`config.mk`:
```
export PLATFORM = sky130hd
export DESIGN_NAME = multilayer_counter_p
export DESIGN_NICKNAME = d
export VERILOG_FILES = /design/src/rtl/multilayer_counter_p_pkg.sv /design/src/rtl/multilayer_counter_p_prescaler.sv /design/src/rtl/multilayer_counter_p.sv
export SDC_FILE = /design/constraint.sdc
export NUM_CORES = 1
export LEC_CHECK = 0
export CAP_MARGIN = 20
export CORE_MARGIN = 5
export CORE_UTILIZATION = 50
export CTS_CLUSTER_DIAMETER = 150
export DETAILED_ROUTE_END_ITERATION = 12
export PLACE_DENSITY = 0.79
export REMOVE_ABC_BUFFERS = 1
export SLEW_MARGIN = 20
export SYNTH_ARGS = -nofsm -noshare
export SYNTH_HDL_FRONTEND = slang
export SYNTH_SLANG_ARGS = --single-unit
export TNS_END_PERCENT = 5
```
`constraint.sdc`:
```
create_clock -name c -period 2.5 [get_ports c]
set_clock_uncertainty 0.15 [all_clocks]
set_input_delay 0.5 -clock c [delete_from_list [all_inputs] [get_ports c]]
set_output_delay 0.5 -clock c [all_outputs]
set_load 0.02 [all_outputs]
```
`src/rtl/multilayer_counter_p_pkg.sv`:
```
// Shared definitions for the multilayer prescaled up/down counter.
// Holds the counter mode constants and the layer-select clamp helper.
package multilayer_counter_p_pkg;

    localparam int MODE_WRAP = 0;
    localparam int MODE_SAT  = 1;

    // Selects beyond the last layer collapse onto the slowest tick.
    function automatic int unsigned clamp_sel(
        input int unsigned sel,
        input int unsigned layers
    );
        return (sel > layers) ? layers : sel;
    endfunction

endpackage

```
`src/rtl/multilayer_counter_p_prescaler.sv`:
```
// One modulo-DIV prescaler stage: advances on carry-in, carries out on wrap.
// Latency: cout is combinational from cin and the registered phase.
// Backpressure: none; a low cin freezes the stage.
module prescaler_layer
    import multilayer_counter_p_pkg::*;
#(
    parameter int DIV = 4
) (
    input  logic clk,
    input  logic rst,
    input  logic clr,
    input  logic cin,
    output logic cout
);

    localparam int PW = (DIV > 2) ? $clog2(DIV) : 1;
    localparam logic [PW-1:0] P_MAX = PW'(DIV - 1);
    localparam logic [PW-1:0] P_ONE = PW'(1);

    logic [PW-1:0] p_q;
    logic [PW-1:0] p_d;

    always_comb begin
        p_d = p_q;
        if (clr) begin
            p_d = '0;
        end else if (cin) begin
            p_d = (p_q == P_MAX) ? '0 : p_q + P_ONE;
        end
    end

    assign cout = cin & (p_q == P_MAX);

    always_ff @(posedge clk) begin
        if (rst) begin
            p_q <= '0;
        end else begin
            p_q <= p_d;
        end
    end

endmodule

```
`src/rtl/multilayer_counter_p.sv`:
```
// Up/down counter stepping on the tick of a selectable cascaded prescaler layer.
// Latency: q and tc update one edge after the step condition.
// Backpressure: none; ce=0 freezes prescaler and q, ld reloads and rephases.
module multilayer_counter_p
    import multilayer_counter_p_pkg::*;
#(
    parameter int WIDTH    = 8,
    parameter int LAYERS   = 4,
    parameter int DIV      = 4,
    parameter int SEL_W    = 6,
    parameter int SATURATE = 0
) (
    input  logic             c,
    input  logic             r,
    input  logic             ce,
    input  logic [SEL_W-1:0] s,
    input  logic             dir,
    input  logic             ld,
    input  logic [WIDTH-1:0] d,
    output logic [WIDTH-1:0] q,
    output logic             tc
);

    localparam logic [WIDTH-1:0] Q_ONE = WIDTH'(1);

    logic [LAYERS:0]    tick;
    logic               step;
    logic               at_limit;
    int unsigned        sel_idx;
    logic [WIDTH-1:0]   q_q;
    logic [WIDTH-1:0]   q_d;
    logic               tc_q;
    logic               tc_d;

    // tick[k+1] is tick[k] gated by layer k sitting at its last phase.
    assign tick[0] = ce;

    for (genvar k = 0; k < LAYERS; k++) begin : g_layer
        prescaler_layer #(
            .DIV (DIV)
        ) u_layer (
            .clk  (c),
            .rst  (r),
            .clr  (ld),
            .cin  (tick[k]),
            .cout (tick[k+1])
        );
    end

    always_comb begin
        sel_idx = clamp_sel(32'(s), LAYERS);
        step    = 1'b0;
        for (int k = 0; k <= LAYERS; k++) begin
            if (sel_idx == k) begin
                step = tick[k];
            end
        end
    end

    always_comb begin
        q_d      = q_q;
        tc_d     = 1'b0;
        at_limit = dir ? (q_q == '0) : (q_q == '1);
        if (ld) begin
            q_d = d;
        end else if (step) begin
            tc_d = at_limit;
            if (!(at_limit && (SATURATE == MODE_SAT))) begin
                q_d = dir ? (q_q - Q_ONE) : (q_q + Q_ONE);
            end
        end
    end

    always_ff @(posedge c) begin
        if (r) begin
            q_q  <= '0;
            tc_q <= 1'b0;
        end else begin
            q_q  <= q_d;
            tc_q <= tc_d;
        end
    end

    assign q  = q_q;
    assign tc = tc_q;

endmodule

```
== Word-level counts from Yosys, hierarchy flattened ==
Cells that the tools add are included.
Operators by class
  reduce and logical (&&, ||, !) cells: 5
  $add $sub $neg: 6
  equality and inequality tests: 9
  bitwise logic cells: 5
  $lt $le $gt $ge: 1
  mux-type cells: 14
Operator list (count)
  zero test 32 bit: 1
  2-to-1 mux 8 bit: 3
  == test 6 x 2 -> 1 bit (second input constant): 2
  adder 2 x 1 -> 2 bit (second input constant): 4
  adder 8 x 1 -> 8 bit (second input constant): 1
  == test 2 bit (second input constant): 4
  == test 8 bit (second input constant): 1
  zero test 8 bit: 1
  2-to-1 mux 2 bit: 4
  subtractor 8 x 1 -> 8 bit (second input constant): 1
  == test 6 x 1 -> 1 bit (second input constant): 1
  == test 6 x 3 -> 1 bit (second input constant): 1
  greater-than comparator 6 x 3 -> 1 bit (second input constant): 1
  2-to-1 mux 1 bit: 6
  2-to-1 mux 6 bit: 1
  AND 1 bit: 4
  OR reduction 3 bit: 1
  nonzero test 2 bit: 1
  OR reduction 2 bit: 1
  NOT 1 bit: 1
Storage, ports and cells
  logic and storage cells: 46
  bits of input ports: 19
  bits in registers: 17
  output and inout port bits: 9

== Longest topological paths before layout ==
  word-level depth: 10
  gate-level depth with buffers: 7

== Modules after synthesis ==
From an unflattened synthesis, not the netlist that was laid out.
Unflattened totals
  cell total of the unflattened synthesis: 128
  area, all modules: 1151.1 um^2
By module, submodules not included
  multilayer_counter_p: area each 745.7 um^2, instances 1, cells each 92, seq. area each 180.2 um^2
  prescaler_layer: area each 101.3 um^2, instances 4, cells each 9, seq. area each 40.0 um^2

== Least setup slack after synthesis ==
Ideal clock, no wire load.
  path type: reg-to-reg
  from: register q_q[0], in the netlist q[0]
  to: register q_q[4], in the netlist q[4]
  library setup time: 0.103 ns
  data arrival time: 1.793 ns
  stages on the path, launching flop included: 8
  setup slack: 0.453 ns
  clock period less this slack: 2.047 ns
  required time: 2.247 ns
  cell sequence: dfxtp_1 -> inv_1 -> fa_1 -> nand2b_1 -> a21oi_1 -> xor2_1 -> nor3_1 -> a2111oi_2
On the way
  cells in the longest elaborated chain, start to end: 4
  elaborated cells between the ends (all ways): 5
  classes of those cells: add/sub: 2; mux: 3
RTL lines
  start, declared: line multilayer_counter_p.sv:30  | logic [WIDTH-1:0] q_q;
  start signal, assigned: line multilayer_counter_p.sv:79  | q_q <= q_d;
  adder 8 x 1 -> 8 bit or subtractor 8 x 1 -> 8 bit (tied branches): line multilayer_counter_p.sv:69  | q_d = dir ? (q_q - Q_ONE) : (q_q + Q_ONE);
  2-to-1 mux 8 bit *: line multilayer_counter_p.sv:69
  2-to-1 mux 8 bit *: line multilayer_counter_p.sv:66  | end else if (step) begin
  2-to-1 mux 8 bit *: line multilayer_counter_p.sv:64  | if (ld) begin
Every way passes the cells marked *; elsewhere a longest branch is shown, timed or not. The select of a mux whose other input is x is not followed.
A chain may end at the register's enable or synchronous reset.

== Worst setup path in the final report ==
  from: input port dir
  to: register q_q[5], in the netlist q[5]
On the way
  cells in the longest elaborated chain, start to end: 3
RTL lines
  start, declared: line multilayer_counter_p.sv:17  | input logic dir,
  2-to-1 mux 8 bit: line multilayer_counter_p.sv:69
  2-to-1 mux 8 bit: line multilayer_counter_p.sv:66
  2-to-1 mux 8 bit: line multilayer_counter_p.sv:64
No other way between the ends. The select of a mux whose other input is x is not followed.

==> flow_metrics.env <==
export IMPL_crit_fanout=7
export IMPL_firstDrtPassIters=4
export IMPL_crit_type="input pin to register"
export IMPL_grt_pass1_wl_um=5130
export IMPL_h_tree_depth=1
export IMPL_grt_max_degree=18
export IMPL_max_stage_delay_ps=460
export IMPL_io_buffer_count=27
export IMPL_place_area_um2=1650
export IMPL_core_um2=2430
export IMPL_globalRouteMet2Util_pct=35.5
export IMPL_clk_latency_ps=290
export IMPL_rsz0062_at_grt="no"
export IMPL_multiInputGateArea_um2=845
export IMPL_synthArstFlopShare_pct=0
export IMPL_cts_root_buffer="clkbuf_4"
export IMPL_dieArea_um2=3590
export IMPL_power_leakage_nw=0.697
export IMPL_yosys_warnings=0
export IMPL_top_usage_layer="met2"
export IMPL_io_pins=28
export IMPL_overflow=0
export IMPL_routed_wl_um=2940
export IMPL_cts_buffers_inserted=3
export IMPL_chipWidth_um=59.9
export IMPL_peakVddDrop_v=0.000317
export IMPL_ys_seq_area_share_pct=27.3
export IMPL_cp_end_kind="register"
export IMPL_cts_tree="built"
export IMPL_cts_setup_buffers=0
export IMPL_placed_cells=213
export IMPL_slowest_stage="clkdlybuf4s50_1"
export IMPL_drc_errors=0
export IMPL_grt_pass1_vias=1307
export IMPL_ant_nets=0
export IMPL_synth_edf_count=0
export IMPL_via_per_inst=5.72
export IMPL_power_density_nw_per_um2=386
export IMPL_synth_seq_cells=17
export IMPL_status="completed"
export IMPL_row_count=18
export IMPL_maxSlewViolCount=0
export IMPL_final_min_clock_period_ps=2380
export IMPL_synth_flop_cell="dfxtp_1"
export IMPL_hold_violations=0
export IMPL_post_cts_resized=0
export IMPL_fin_cells=217
export IMPL_post_route_period_util_pct=95.4
export IMPL_place_gp_congestion=0.964
export IMPL_worst_pin_slew_ps=563
export IMPL_ys_types=40
export IMPL_clkTransAtPathRegs_ps=110
export IMPL_netlist_area_um2=1240
export IMPL_wire_per_inst_um=13.6
export IMPL_syn_area_per_cell_um2=8.59
export IMPL_arrival_ps=2450
export IMPL_fin_util_pct=69.3
export IMPL_finalInstanceArea_um2=1690
export IMPL_min_path_type="register to register"
export IMPL_drv_cap=0
export IMPL_areaGrowthSynthToFinish_pct=35.4
export IMPL_relSlewSlack_pct=62.3
export IMPL_clock_path_buffers=2
export IMPL_use_met1_pct=18.4
export IMPL_crit_path_cell_trace="clkdlybuf4s50_1, buf_4, ha_1, a211oi_1, nor3b_2, mux2i_1, a41o_1, a221oi_2"
export IMPL_initial_core_util_pct=51.2
export IMPL_postCtsHoldBufs=0
export IMPL_required_ps=2560
export IMPL_hold_ws_ps=324
export IMPL_drt_iter0_markers=36
export IMPL_die_h_um=59.9
export IMPL_grt_use_met3_pct=3.02
export IMPL_antenna_cells=0
export IMPL_clock_sinks=17
export IMPL_nNetsFinal=218
export IMPL_setup_viol=0
export IMPL_final_cell_mix="clkdlybuf4s50_1 (27), buf_4 (18), nor2_1 (17), dfxtp_1 (17), a21oi_1 (11)"
export IMPL_max_freq_mhz=419
export IMPL_worst_setup_path_start_kind="input pin"
export IMPL_grt_total_usage_pct=18.6
export IMPL_dp_hpwl_um=2410
export IMPL_fillers=205
export IMPL_hold_depth=2
export IMPL_register_area_um2=340
export IMPL_reg2reg_depth=7
export IMPL_drive_gt1_share_pct=17.6
export IMPL_routed_via_count=1242
export IMPL_antenna_found_initial=0
export IMPL_layout_commonest_cell="clkdlybuf4s50_1"
export IMPL_synthCells=145
## cells in the mapped netlist, types with 3 or more instances
master,number,area (um2)
dfxtp_1,17,340
nor3_1,9,45.0
inv_1,8,30.0
nor2b_1,5,31.3
o21ai_0,4,20.0
a21oi_1,11,55.1
nand2b_1,3,18.8
mux2i_1,6,60.1
ha_1,10,125
nand3_1,4,20.0
nand2_1,6,22.5
nor3b_1,3,22.5
nor2_1,17,63.8
clkbuf_1,5,18.8
a2111oi_2,3,45.0
xnor2_1,4,35.0
## report_power, final
group / leakage, nW / internal [mW] / switching, mW
clock: 0.0177 / 0.0595 / 0.0906
sequential: 0.139 / 0.280 / 0.0136
combinational: 0.540 / 0.112 / 0.0948
total: 0.697 / 0.451 / 0.199
## cell type report
cell class,instances,area share [%]
timing repair buffer,45,24.1
clock inverter,1,0.297
inverter,8,1.78
sequential,17,20.2
multi-input combinational,113,50.1
clock buffer,3,1.34
tap,30,2.23
## worst paths after layout
path | from | end | slack (ps)
max | dir | q[5] | 120
min | g_layer[1].u_layer.p_q[1] | g_layer[1].u_layer.p_q[1] | 320
max reg2reg | q[0] | q[4] | 400
min reg2reg | g_layer[1].u_layer.p_q[1] | g_layer[1].u_layer.p_q[1] | 320
## stage by stage
stage / power (mW) / setup slack, ps / TNS, ps
6_report: 0.651 / 116 / 0
5_1_grt: 0.690 / 5.32 / 0
4_1_cts: 0.656 / 91.5 / 0
3_5_place_dp: 0.504 / -220 / -824
3_3_place_gp: 0.496 / -182 / -645
2_1_floorplan: 0.400 / 439 / 0
## flip-flops by register name, indices dropped and copies added (netlist names)
| register | cells |
|---|---|
| tc | 1 |
| q | 8 |
| g_layer.u_layer.p_q | 8 |
## worst max-delay path: cells and delay by family
family          cells  cell delay, ps
mux                 1             140
fa+ha+maj           1             290
compound gates      3             750
buf+inv             2             650
simple gates        1             110
## per-layer routing
metal	vias up	part of all wire, %
met4	0	2.2
met2	31	52
li1	615	-
met5	-	0
met1	590	41
met3	6	5.0
## logic make-up (layout without fill, tap and decap cells)
| kind of cell | count (synthesis) | after routing | share of synthesized area [%] |
|---|---|---|---|
| simple gates | 60 | 60 | 28.1 |
| compound gates | 30 | 30 | 18.6 |
| flops | 17 | 17 | 27.3 |
| buf+inv | 15 | 57 | 5.23 |
| fa+ha+maj | 11 | 11 | 11.7 |
| xor+xnor | 6 | 6 | 4.22 |
| mux | 6 | 6 | 4.82 |
Note: power is estimated with default switching activity, not from simulation.
